===== src/rtl/cpu_pkg.sv =====
// Shared constants for the 16-instruction, 4-bit-opcode CPU.
// Holds the opcode map, the ALU operation encodings and the control-unit
// state type used by control and control_decode.
package cpu_pkg;

    // Opcode map
    localparam logic [3:0] OP_AND  = 4'h0;
    localparam logic [3:0] OP_OR   = 4'h1;
    localparam logic [3:0] OP_XOR  = 4'h2;
    localparam logic [3:0] OP_NOT  = 4'h3;
    localparam logic [3:0] OP_ADD  = 4'h4;
    localparam logic [3:0] OP_SUB  = 4'h5;
    localparam logic [3:0] OP_CMP  = 4'h6;
    localparam logic [3:0] OP_J    = 4'h7;
    localparam logic [3:0] OP_BEQ  = 4'h8;
    localparam logic [3:0] OP_BNE  = 4'h9;
    localparam logic [3:0] OP_SL   = 4'hA;
    localparam logic [3:0] OP_SR   = 4'hB;
    localparam logic [3:0] OP_ADDI = 4'hC;
    localparam logic [3:0] OP_LUI  = 4'hD;
    localparam logic [3:0] OP_LW   = 4'hE;
    localparam logic [3:0] OP_SW   = 4'hF;

    // ALU operations; register-register ops reuse their opcode value
    localparam logic [3:0] ALU_AND = 4'h0;
    localparam logic [3:0] ALU_OR  = 4'h1;
    localparam logic [3:0] ALU_XOR = 4'h2;
    localparam logic [3:0] ALU_NOT = 4'h3;
    localparam logic [3:0] ALU_ADD = 4'h4;
    localparam logic [3:0] ALU_SUB = 4'h5;
    localparam logic [3:0] ALU_CMP = 4'h6;
    localparam logic [3:0] ALU_SL  = 4'hA;
    localparam logic [3:0] ALU_SR  = 4'hB;
    localparam logic [3:0] ALU_LUI = 4'hD;

    // Control-unit states
    typedef enum logic {
        S_FETCH = 1'b0,
        S_EXEC  = 1'b1
    } state_e;

endpackage


===== src/rtl/control_decode.sv =====
// Purely combinational EXECUTE-phase decoder.
// Inputs : opcode (4) instruction opcode, Eq comparator equality flag.
// Outputs: datapath selects (M13, M2, M457, M6), memory address select,
//          register-file / memory write enables and the 4-bit ALU op.
// pc_flag and instruction_flag are constant in EXECUTE and live in control.
module control_decode
    import cpu_pkg::*;
(
    input  logic [3:0] opcode,
    input  logic       Eq,
    output logic       M13,
    output logic       M2,
    output logic       M457,
    output logic       M6,
    output logic       change_address_flag,
    output logic       Wr_en_rf,
    output logic       Wr_en,
    output logic [3:0] ALU
);

    always_comb begin
        M13                 = 1'b0;
        M2                  = 1'b0;
        M457                = 1'b0;
        M6                  = 1'b0;
        change_address_flag = 1'b0;
        Wr_en_rf            = 1'b0;
        Wr_en               = 1'b0;
        ALU                 = ALU_AND;

        case (opcode)
            OP_AND: begin Wr_en_rf = 1'b1; ALU = ALU_AND; end
            OP_OR:  begin Wr_en_rf = 1'b1; ALU = ALU_OR;  end
            OP_XOR: begin Wr_en_rf = 1'b1; ALU = ALU_XOR; end
            OP_NOT: begin Wr_en_rf = 1'b1; ALU = ALU_NOT; end
            OP_ADD: begin Wr_en_rf = 1'b1; ALU = ALU_ADD; end
            OP_SUB: begin Wr_en_rf = 1'b1; ALU = ALU_SUB; end
            OP_CMP: begin Wr_en_rf = 1'b1; ALU = ALU_CMP; end
            OP_SL:  begin Wr_en_rf = 1'b1; ALU = ALU_SL;  end
            OP_SR:  begin Wr_en_rf = 1'b1; ALU = ALU_SR;  end
            OP_J: begin
                M6 = 1'b1;
            end
            // Branches compare rd against rs, so read port B takes the rd field
            OP_BEQ: begin
                M457 = 1'b1;
                M6   = Eq;
                ALU  = ALU_SUB;
            end
            OP_BNE: begin
                M457 = 1'b1;
                M6   = ~Eq;
                ALU  = ALU_SUB;
            end
            OP_ADDI: begin
                M13      = 1'b1;
                Wr_en_rf = 1'b1;
                ALU      = ALU_ADD;
            end
            OP_LUI: begin
                M13      = 1'b1;
                Wr_en_rf = 1'b1;
                ALU      = ALU_LUI;
            end
            // Loads/stores form base + immediate in the ALU and address memory with it
            OP_LW: begin
                M13                 = 1'b1;
                M2                  = 1'b1;
                change_address_flag = 1'b1;
                Wr_en_rf            = 1'b1;
                ALU                 = ALU_ADD;
            end
            OP_SW: begin
                M13                 = 1'b1;
                M457                = 1'b1;
                change_address_flag = 1'b1;
                Wr_en               = 1'b1;
                ALU                 = ALU_ADD;
            end
            default: begin
                M6 = 1'b0;
            end
        endcase
    end

endmodule


===== src/rtl/control.sv =====
// Two-state FETCH/EXECUTE multi-cycle control unit.
// Inputs : clk, reset (async, active-low), opcode (4), Eq.
// Outputs: M13, M2, M457, M6 datapath selects; pc_flag, instruction_flag
//          load enables; change_address_flag memory address select;
//          Wr_en_rf, Wr_en write enables; state (0 FETCH, 1 EXECUTE); ALU (4).
// Every instruction takes one FETCH and one EXECUTE cycle. All outputs are
// forced to 0 while reset is low, including the FETCH-only instruction_flag.
module control
    import cpu_pkg::*;
(
    input  logic       clk,
    input  logic       reset,
    input  logic [3:0] opcode,
    input  logic       Eq,
    output logic       M13,
    output logic       M2,
    output logic       M457,
    output logic       M6,
    output logic       pc_flag,
    output logic       instruction_flag,
    output logic       change_address_flag,
    output logic       Wr_en_rf,
    output logic       state,
    output logic [3:0] ALU,
    output logic       Wr_en
);

    state_e state_q, state_d;

    logic       dec_m13;
    logic       dec_m2;
    logic       dec_m457;
    logic       dec_m6;
    logic       dec_change_address_flag;
    logic       dec_wr_en_rf;
    logic       dec_wr_en;
    logic [3:0] dec_alu;

    control_decode u_decode (
        .opcode              (opcode),
        .Eq                  (Eq),
        .M13                 (dec_m13),
        .M2                  (dec_m2),
        .M457                (dec_m457),
        .M6                  (dec_m6),
        .change_address_flag (dec_change_address_flag),
        .Wr_en_rf            (dec_wr_en_rf),
        .Wr_en               (dec_wr_en),
        .ALU                 (dec_alu)
    );

    always_ff @(posedge clk or negedge reset) begin
        if (!reset) begin
            state_q <= S_FETCH;
        end else begin
            state_q <= state_d;
        end
    end

    always_comb begin
        state_d = (state_q == S_FETCH) ? S_EXEC : S_FETCH;

        M13                 = 1'b0;
        M2                  = 1'b0;
        M457                = 1'b0;
        M6                  = 1'b0;
        pc_flag             = 1'b0;
        instruction_flag    = 1'b0;
        change_address_flag = 1'b0;
        Wr_en_rf            = 1'b0;
        Wr_en               = 1'b0;
        ALU                 = 4'h0;

        // The state register clears asynchronously, but instruction_flag would
        // still read 1 in FETCH, so gate the outputs on reset directly.
        if (reset) begin
            if (state_q == S_FETCH) begin
                instruction_flag = 1'b1;
            end else begin
                pc_flag             = 1'b1;
                M13                 = dec_m13;
                M2                  = dec_m2;
                M457                = dec_m457;
                M6                  = dec_m6;
                change_address_flag = dec_change_address_flag;
                Wr_en_rf            = dec_wr_en_rf;
                Wr_en               = dec_wr_en;
                ALU                 = dec_alu;
            end
        end
    end

    assign state = state_q;

endmodule


===== config.mk =====
export PLATFORM = sky130hd
export DESIGN_NAME = control
export DESIGN_NICKNAME = d
export VERILOG_FILES = /design/src/rtl/cpu_pkg.sv /design/src/rtl/control_decode.sv /design/src/rtl/control.sv
export SDC_FILE = /design/constraint.sdc
export NUM_CORES = 1
export LEC_CHECK = 0
export CAP_MARGIN = 20
export CORE_AREA = 2 2 39 41
export CTS_BUF_LIST = sky130_fd_sc_hd__clkbuf_8
export DETAILED_ROUTE_END_ITERATION = 10
export DIE_AREA = 0 0 41 43
export HOLD_SLACK_MARGIN = 0.02
export PLACE_DENSITY = 0.49
export SLEW_MARGIN = 15
export SYNTH_ARGS = -nofsm -noshare
export SYNTH_HDL_FRONTEND = slang
export SYNTH_SLANG_ARGS = --single-unit

===== constraint.sdc =====
create_clock -name clk -period 2.7 [get_ports clk]
set_clock_uncertainty 0.1 [all_clocks]
set_input_delay 0.54 -clock clk [delete_from_list [all_inputs] [get_ports clk]]
set_output_delay 0.54 -clock clk [all_outputs]
set_load 0.005 [all_outputs]

### Word-level counts from Yosys, hierarchy flattened

Index checks and enable logic that the tools add are counted.

| storage, ports and cells | value |
|---|---|
| bits in registers | 1 |
| output and inout port bits | 14 |
| logic and storage cells | 52 |

| cells by class | value |
|---|---|
| equal/unequal tests | 15 |
| muxes and demuxes | 28 |
| bitwise gates (word level) | 1 |
| reduce and logical (&&, ||, !) cells | 7 |

Operators with widths:

| cell | count |
|---|---|
| one-hot mux 4 bit (9 select lines) | 1 |
| equality test 4 bit (second input constant) | 8 |
| 2-to-1 mux 1 bit | 24 |
| equality test 4 x 3 -> 1 bit (second input constant) | 4 |
| OR reduction 12 bit | 1 |
| equality test 4 x 2 -> 1 bit (second input constant) | 2 |
| 2-to-1 mux 4 bit | 2 |
| OR reduction 4 bit | 2 |
| OR reduction 3 bit | 2 |
| equality test 4 x 1 -> 1 bit (second input constant) | 1 |
| logical NOT 4 bit | 1 |
| one-hot mux 1 bit (3 select lines) | 1 |
| OR reduction 2 bit | 1 |
| inverter 1 bit | 1 |

### Logic depth before layout (Yosys ltp)

Gate-level depths: netlist of run 1.

| logic depth | value |
|---|---|
| depth in word-level cells | 5 |
| mapped depth | 4 |

### Hierarchy

From an unflattened synthesis of run 1, not the netlist that was laid out.

| unflattened totals | value |
|---|---|
| cells, all modules | 46 |
| area, all modules | 316.6 um2 |

By module, submodules not included:

| module | times used | cells each | area an instance (um2) |
|---|---|---|---|
| control_decode | 1 | 29 | 183.9 |
| control | 1 | 17 | 132.6 |

### Least setup slack after synthesis of run 1

OpenSTA, ideal clock, no wires.

| timing path | value |
|---|---|
| path kind | input -> output |
| from | input port opcode[1] |
| to | output port M6 |
| data arrival time | 1.222 ns |
| data required time | 2.060 ns |
| path slack | 0.838 ns |
| cell stages on the path | 4 |
| cells stage by stage | buf_2 -> nand2_1 -> or3_1 -> a21oi_2 |

| on the way | value |
|---|---|
| word-level cells in the longest chain between the ends | 4 |

Ends and longest elaborated chain:

| element | RTL line | RTL |
|---|---|---|
| start, declared | control.sv:13 | `input logic [3:0] opcode,` |
| equality test 4 bit / equality test 4 x 3 -> 1 bit (equally long branches) | control_decode.sv:31 | `case (opcode)` |
| one-hot mux 1 bit (3 select lines) (*) | control_decode.sv:31 |  |
| 2-to-1 mux 1 bit (*) | control.sv:77 | `if (state_q == S_FETCH) begin` |
| 2-to-1 mux 1 bit (*) | control.sv:76 | `if (reset) begin` |
| end, declared | control.sv:18 | `output logic M6,` |

Every way passes the cells marked *; elsewhere a longest branch is shown, timed or not.

### Worst setup path in the final report of run 1

| timing path | value |
|---|---|
| from | input port reset |
| to | output port M2 |

| on the way | value |
|---|---|
| word-level cells in the longest chain between the ends | 1 |

Ends and longest elaborated chain:

| element | RTL line | RTL |
|---|---|---|
| start, declared | control.sv:12 | `input logic reset,` |
| 2-to-1 mux 1 bit | control.sv:76 |  |
| end, declared | control.sv:16 | `output logic M2,` |

Every way passes these cells.

==> run summary, run 1 <==
Outcome -> finished clean
Yosys cell types -> 22
Share of cells above drive strength 1 -> 24.6%
Worst path arrival time -> 1960 ps
Power Density -> 146 nW/um^2
Max reg flops -> 1
Area leader, netlist -> dfrtp_1
Dominant register cell in the synthesized netlist -> dfrtp_1
Hold Crit Depth -> 1
Post-route ant nets -> 0
Die height -> 43 microns
Min-delay worst type -> flop to flop
Post-CTS setup buffers -> 0
Via count -> 329
Detailed Route WL -> 710 microns
Number of global-route vias before repair -> 271
Clk Latency, worst-skew pair -> 0 ps
Reg power frac -> 20.4%
Crit end category -> output pin
# rows -> 14
Antenna diodes -> 0
Period utilisation layout -> 96.4%
Setup WS pre-CTS -> -141 ps
Setup_tns -> 0 ps
Tmin final -> 2600 ps
Synthesis-to-layout area growth -> 137%
R2R depth -> 1
Port Buf Inserts -> 20
Synth Cell Area -> 216 sq um
R2R setup slack -> 2060 ps
Area of the core -> 1380 sq um
Cells after Synth -> 36
Critical Path RT -> 2060 ps
Routed vias/inst -> 4.06
Routed wire length per instance -> 8.77 microns
Synth Warn # -> 0
Synth top area cells -> dfrtp_1 12%, nand2_1 10%, nor2_1 8.7%, and3_1 5.8%, mux2_2 5.2%
Crit path kind -> input pin to output pin
Final Max Slew Viols -> 0
Post-synth EDFFs -> 0
Rel. slew slack -> 82.3%
Levels on crit path -> 6
Full die area -> 1760 sq um
Die Width -> 41 microns
PnR worst setup slack -> 96.2 ps
Async SR Flop Fraction -> 100%
Congestion Overflow GR -> 0
Final Setup Violations -> 0
Final Hold Viols -> 0
FF+latch count, synth -> 1
Int Power -> 0.0524 mW
Count leader, synth -> nand2_1
DRC Markers -> 0
Crit path buffers/inverters -> 3
Pre-antenna DRT Iters -> 2
Type of origin of the critical path -> input pin
Hold-fix buffers, CTS -> 0
Gate power share -> 79.6%
Max Cap Viol -> 0
Syn nets -> 43
Post-Syn Area per Cell -> 6.01 sq um
Layout filler cell count -> 161
Sequential fraction of the synthesis area -> 11.6%
Family with the most delay on the worst path -> buffers and inverters
Iteration-0 DRC count of the detailed router -> 1
VDD IR max -> 0.0505 mV
Initial antenna violation count -> 0
Routability cong. -> 0.772
Slew at the pin closest to its max-slew limit -> 266 ps
Leakage -> 0.233 nW
Top cells by count, synth -> 6 x nand2_1, 5 x nor2_1
Worst path cell trace -> clkdlybuf4s50_1 > nand2_1 > inv_1 > nand2_1 > nor3_1 > clkdlybuf4s50_1
Sw Ratio -> 30.1%
Boundary Pins -> 21
CP max FO -> 5
Clock power share -> 0%
Starting Density -> 15.6%
Post-synth top area share -> 11.6%
Fmax -> 384 MHz
RSZ-0062 raised after global routing -> true
Worst path slowest cell -> clkdlybuf4s50_1
Largest net degree at the start of global routing -> 9
Net switching power -> 0.0225 mW
Final nets -> 74
Reg clk slew, reported paths -> 0 ps
Global-route wire length before repair -> 1.06 mm
All-layer global routing usage -> 7.79%
Worst path max stage delay -> 520 ps
Detailed placer's ending HPWL -> 603 microns
==> logic make-up after synthesis <==
logic type,Yosys count,share of synthesized area (%)
xor+xnor,1,4.05
simple gates,21,47.4
flops,1,11.6
compound gates,7,22.0
buf+inv,5,9.83
mux,1,5.20
==> power groups by stage <==
stage / sequential (mW) / clock, mW / combinational, mW
detailed placement: 0.0153 / 0 / 0.0614
CTS: 0.0153 / 0 / 0.0606
finish: 0.0153 / 0 / 0.0597
global placement: 0.0153 / 0 / 0.0616
global route: 0.0153 / 0 / 0.0663
floorplan: 0.0153 / 0 / 0.0213
==> stage by stage <==
stage	instance area, sq um	hold WS (ps)	total power, mW	utilization (%)	instances
after floorplan	216	144	0.0366	-	36
after global placement	509	364	0.0769	36.8	81
after detailed placement	509	378	0.0767	36.8	81
after CTS	513	372	0.0759	37.1	81
after global routing	513	385	0.0816	37.1	81
final	513	367	0.0750	37.1	81
==> cells in the final DEF, fill, tap and decap left out <==
master / Yosys / layout
nor2_1: 5 / 5
xor2_1: 1 / 1
buf_6: 0 / 1
a21oi_1: 1 / 1
nor3b_2: 0 / 1
nor3_1: 2 / 2
or2b_1: 1 / 1
a21o_2: 1 / 1
nand2b_1: 1 / 1
dfrtp_1: 1 / 1
mux2_2: 1 / 1
and3_1: 2 / 2
a21oi_2: 1 / 1
buf_4: 0 / 10
a211oi_1: 1 / 1
clkdlybuf4s50_1: 0 / 16
nand3_1: 1 / 1
o21a_1: 1 / 1
o21ai_0: 2 / 2
nand2_1: 6 / 6
inv_2: 1 / 1
nor2b_1: 1 / 1
inv_1: 2 / 2
dlygate4sd2_1: 0 / 4
or3_1: 1 / 1
==> path summary, 6_finish.rpt <==
path | startpoint | endpoint
hold reg to reg | state | state
min in group asynchronous | reset | state
max in group asynchronous | reset | state
setup reg to reg | state | state
setup / recovery | reset | M2
hold / removal | state | state
==> per-layer routing <==
layer | global-route usage (%) | part of all wire, % | up-vias
li1 | - | - | 178
met2 | 12.2 | 40 | 16
met1 | 12.0 | 46 | 135
met3 | 0.524 | 14 | 0
met4 | 0 | 0 | 0
met5 | 0 | 0 | -
==> final cells by class <==
| class | count | area [sq um] | area share [%] |
|---|---|---|---|
| inverter | 3 | 11.3 | 2.20 |
| multi-input combinational | 30 | 175 | 34.1 |
| sequential | 1 | 25.0 | 4.88 |
| tap | 16 | 20.0 | 3.90 |
| timing repair buffer | 31 | 282 | 54.9 |
==> what timing repair did <==
action / in CTS / in global routing
gates resized for setup: 6 / 0
endpoints found under the setup margin: 6 / 2
pin swaps: 0 / 0
Note: power is estimated with default switching activity, not from simulation.
==> inputs of run 2 (changes only) <==
--- a/config.mk
+++ b/config.mk
@@ -10,8 +10,8 @@
 export CTS_BUF_LIST = sky130_fd_sc_hd__clkbuf_8
 export DETAILED_ROUTE_END_ITERATION = 10
 export DIE_AREA = 0 0 41 43
-export HOLD_SLACK_MARGIN = 0.02
 export PLACE_DENSITY = 0.49
+export SETUP_SLACK_MARGIN = 0.1
 export SLEW_MARGIN = 15
 export SYNTH_ARGS = -nofsm -noshare
 export SYNTH_HDL_FRONTEND = slang
==> run 2 against run 1 <==
Effect of this change: die area unchanged; fmax rose by 2.3%; first-iteration DRC count did not move; via count increased by 0.61%; critical path depth decreased by 1; largest cell class unchanged; final cell count unchanged; worst setup slack improved by 59 ps; routed wire length up 2.4%; combinational power is 0.7% lower; final area increased by 5.1%; total power shrank 0.61%.
==> run summary, run 2 (synthesis results as in run 1) <==
GR peak layer -> met2
Routability cong. -> 0.772
R2R setup slack -> 2060 ps
Full die area -> 1760 sq um
Die height -> 43 microns
Antenna diodes -> 0
Outcome -> finished clean
Critical path endpoint -> M6
Max Cap Viol -> 0
Die Width -> 41 microns
Final Setup Violations -> 0
Max reg flops -> 1
Routed wire length per instance -> 8.98 microns
VDD IR max -> 0.0500 mV
Most frequent cells in the layout -> 10 x buf_4, 9 x clkdlybuf4s50_1, 7 x dlymetal6s2s_1
# placed instances -> 81
Crit path buffers/inverters -> 2
Reg-to-reg startpoint -> state
Via count -> 331
Critical Path RT -> 2060 ps
Rel. slew slack -> 83.4%
Leading cell type in the layout, fill and taps excluded -> buf_4
Global-route wire length before repair -> 1.06 mm
Post-route cell area -> 539 sq um
RSZ-0062 raised after global routing -> true
Family with the most delay on the worst path -> buffers and inverters
Post-Place Cell Area -> 509 sq um
Largest net degree at the start of global routing -> 9
Min-delay worst type -> flop to flop
Period utilisation layout -> 94.2%
Port Buf Inserts -> 20
Power Density -> 138 nW/um^2
Setup_tns -> 0 ps
All-layer global routing usage -> 7.79%
Pre-antenna DRT Iters -> 2
Multi-input logic area -> 183 sq um
Congestion Overflow GR -> 0
Detailed placer's ending HPWL -> 603 microns
Crit path kind -> input pin to output pin
Synthesis-to-layout area growth -> 149%
Number of global-route vias before repair -> 271
Worst path arrival time -> 1900 ps
Reg clk slew, reported paths -> 0 ps
Post-layout util -> 39.0%
Starting Density -> 15.6%
Final Max Slew Viols -> 0
Fmax -> 393 MHz
Crit end category -> output pin
Levels on crit path -> 5
M1 GR Usage -> 12.0%
Initial antenna violation count -> 0
Area taken by flip-flops and latches -> 25.0 sq um
Area of the core -> 1380 sq um
# rows -> 14
Worst path slowest cell -> clkdlybuf4s50_1
Boundary Pins -> 21
Iteration-0 DRC count of the detailed router -> 1
Post-Layout Cell Count -> 81
Post-route ant nets -> 0
Layout filler cell count -> 156
Leakage -> 0.339 nW
R2r endpoint -> state
Routed vias/inst -> 4.09
Tmin final -> 2540 ps
Tot Pwr -> 0.0745 mW
Routing usage on met2 -> 12.2%
Clk Latency, worst-skew pair -> 0 ps
Met3 usage -> 0.524%
Worst path cell trace -> clkdlybuf4s15_1 > nand2_1 > or3_1 > a21oi_2 > clkdlybuf4s50_1
Type of origin of the critical path -> input pin
Share of cells above drive strength 1 -> 29.2%
R2R depth -> 1
Final nets -> 74
Slew at the pin closest to its max-slew limit -> 248 ps
Final Hold Viols -> 0
DRC Markers -> 0
CP max FO -> 7
Detailed Route WL -> 727 microns
Crit path launch -> opcode[1]
Worst path max stage delay -> 500 ps
Hold Crit Depth -> 1
## run 2: cell count changes in the layout (fill, tap and decap cells not counted)
cell             delta
clkdlybuf4s15_1     +1
inv_2               +1
clkdlybuf4s50_1     -7
nand2_2             +1
inv_1               -1
nand2_1             -1
dlygate4sd2_1       -1
dlymetal6s2s_1      +7
nor3_1              -1
nor3_2              +1
## run 2: routing by layer
layer	part of all wire, %	vias up
li1	-	178
met1	45	137
met2	41	16
met3	13	0
met4	0	0
met5	0	-
## run 2: report_power, final
| group | total, mW | switching (mW) | leakage [nW] | internal, mW |
|---|---|---|---|---|
| Clock | 0 | 0 | 0 | 0 |
| Combinational | 0.0593 | 0.0232 | 0.329 | 0.0361 |
| Sequential | 0.0153 | 0 | 0.00927 | 0.0153 |
## run 2: cell type report
class / instances / area share [%]
Tap cell: 16 / 3.71
Inverter: 3 / 2.09
Timing Repair Buffer: 31 / 55.7
Multi-Input combinational cell: 30 / 33.9
Sequential cell: 1 / 4.64
## run 2: worst min path at each step
| stage | from | end | slack, ps |
|---|---|---|---|
| 6_report | state | state | 370 |
| 5_1_grt | state | state | 380 |
| 4_1_cts | state | state | 370 |
| 3_5_place_dp | state | state | 380 |
| 3_3_place_gp | state | state | 360 |
| 2_1_floorplan | reset | state | 140 |
## run 2: through the flow
step | worst slack (ps) | hold WS (ps)
after floorplan | 838 | 144
after global placement | -150 | 364
after detailed placement | -141 | 378
after CTS | 101 | 372
after global routing | 43.7 | 385
final | 156 | 367
## run 2: what timing repair did
action                     in CTS  in global routing
setup buffers                   0                  0
setup endpoints to repair      10                  9
hold buffers                    0                  0
pin swaps                       0                  0
gates resized for setup         8                  9
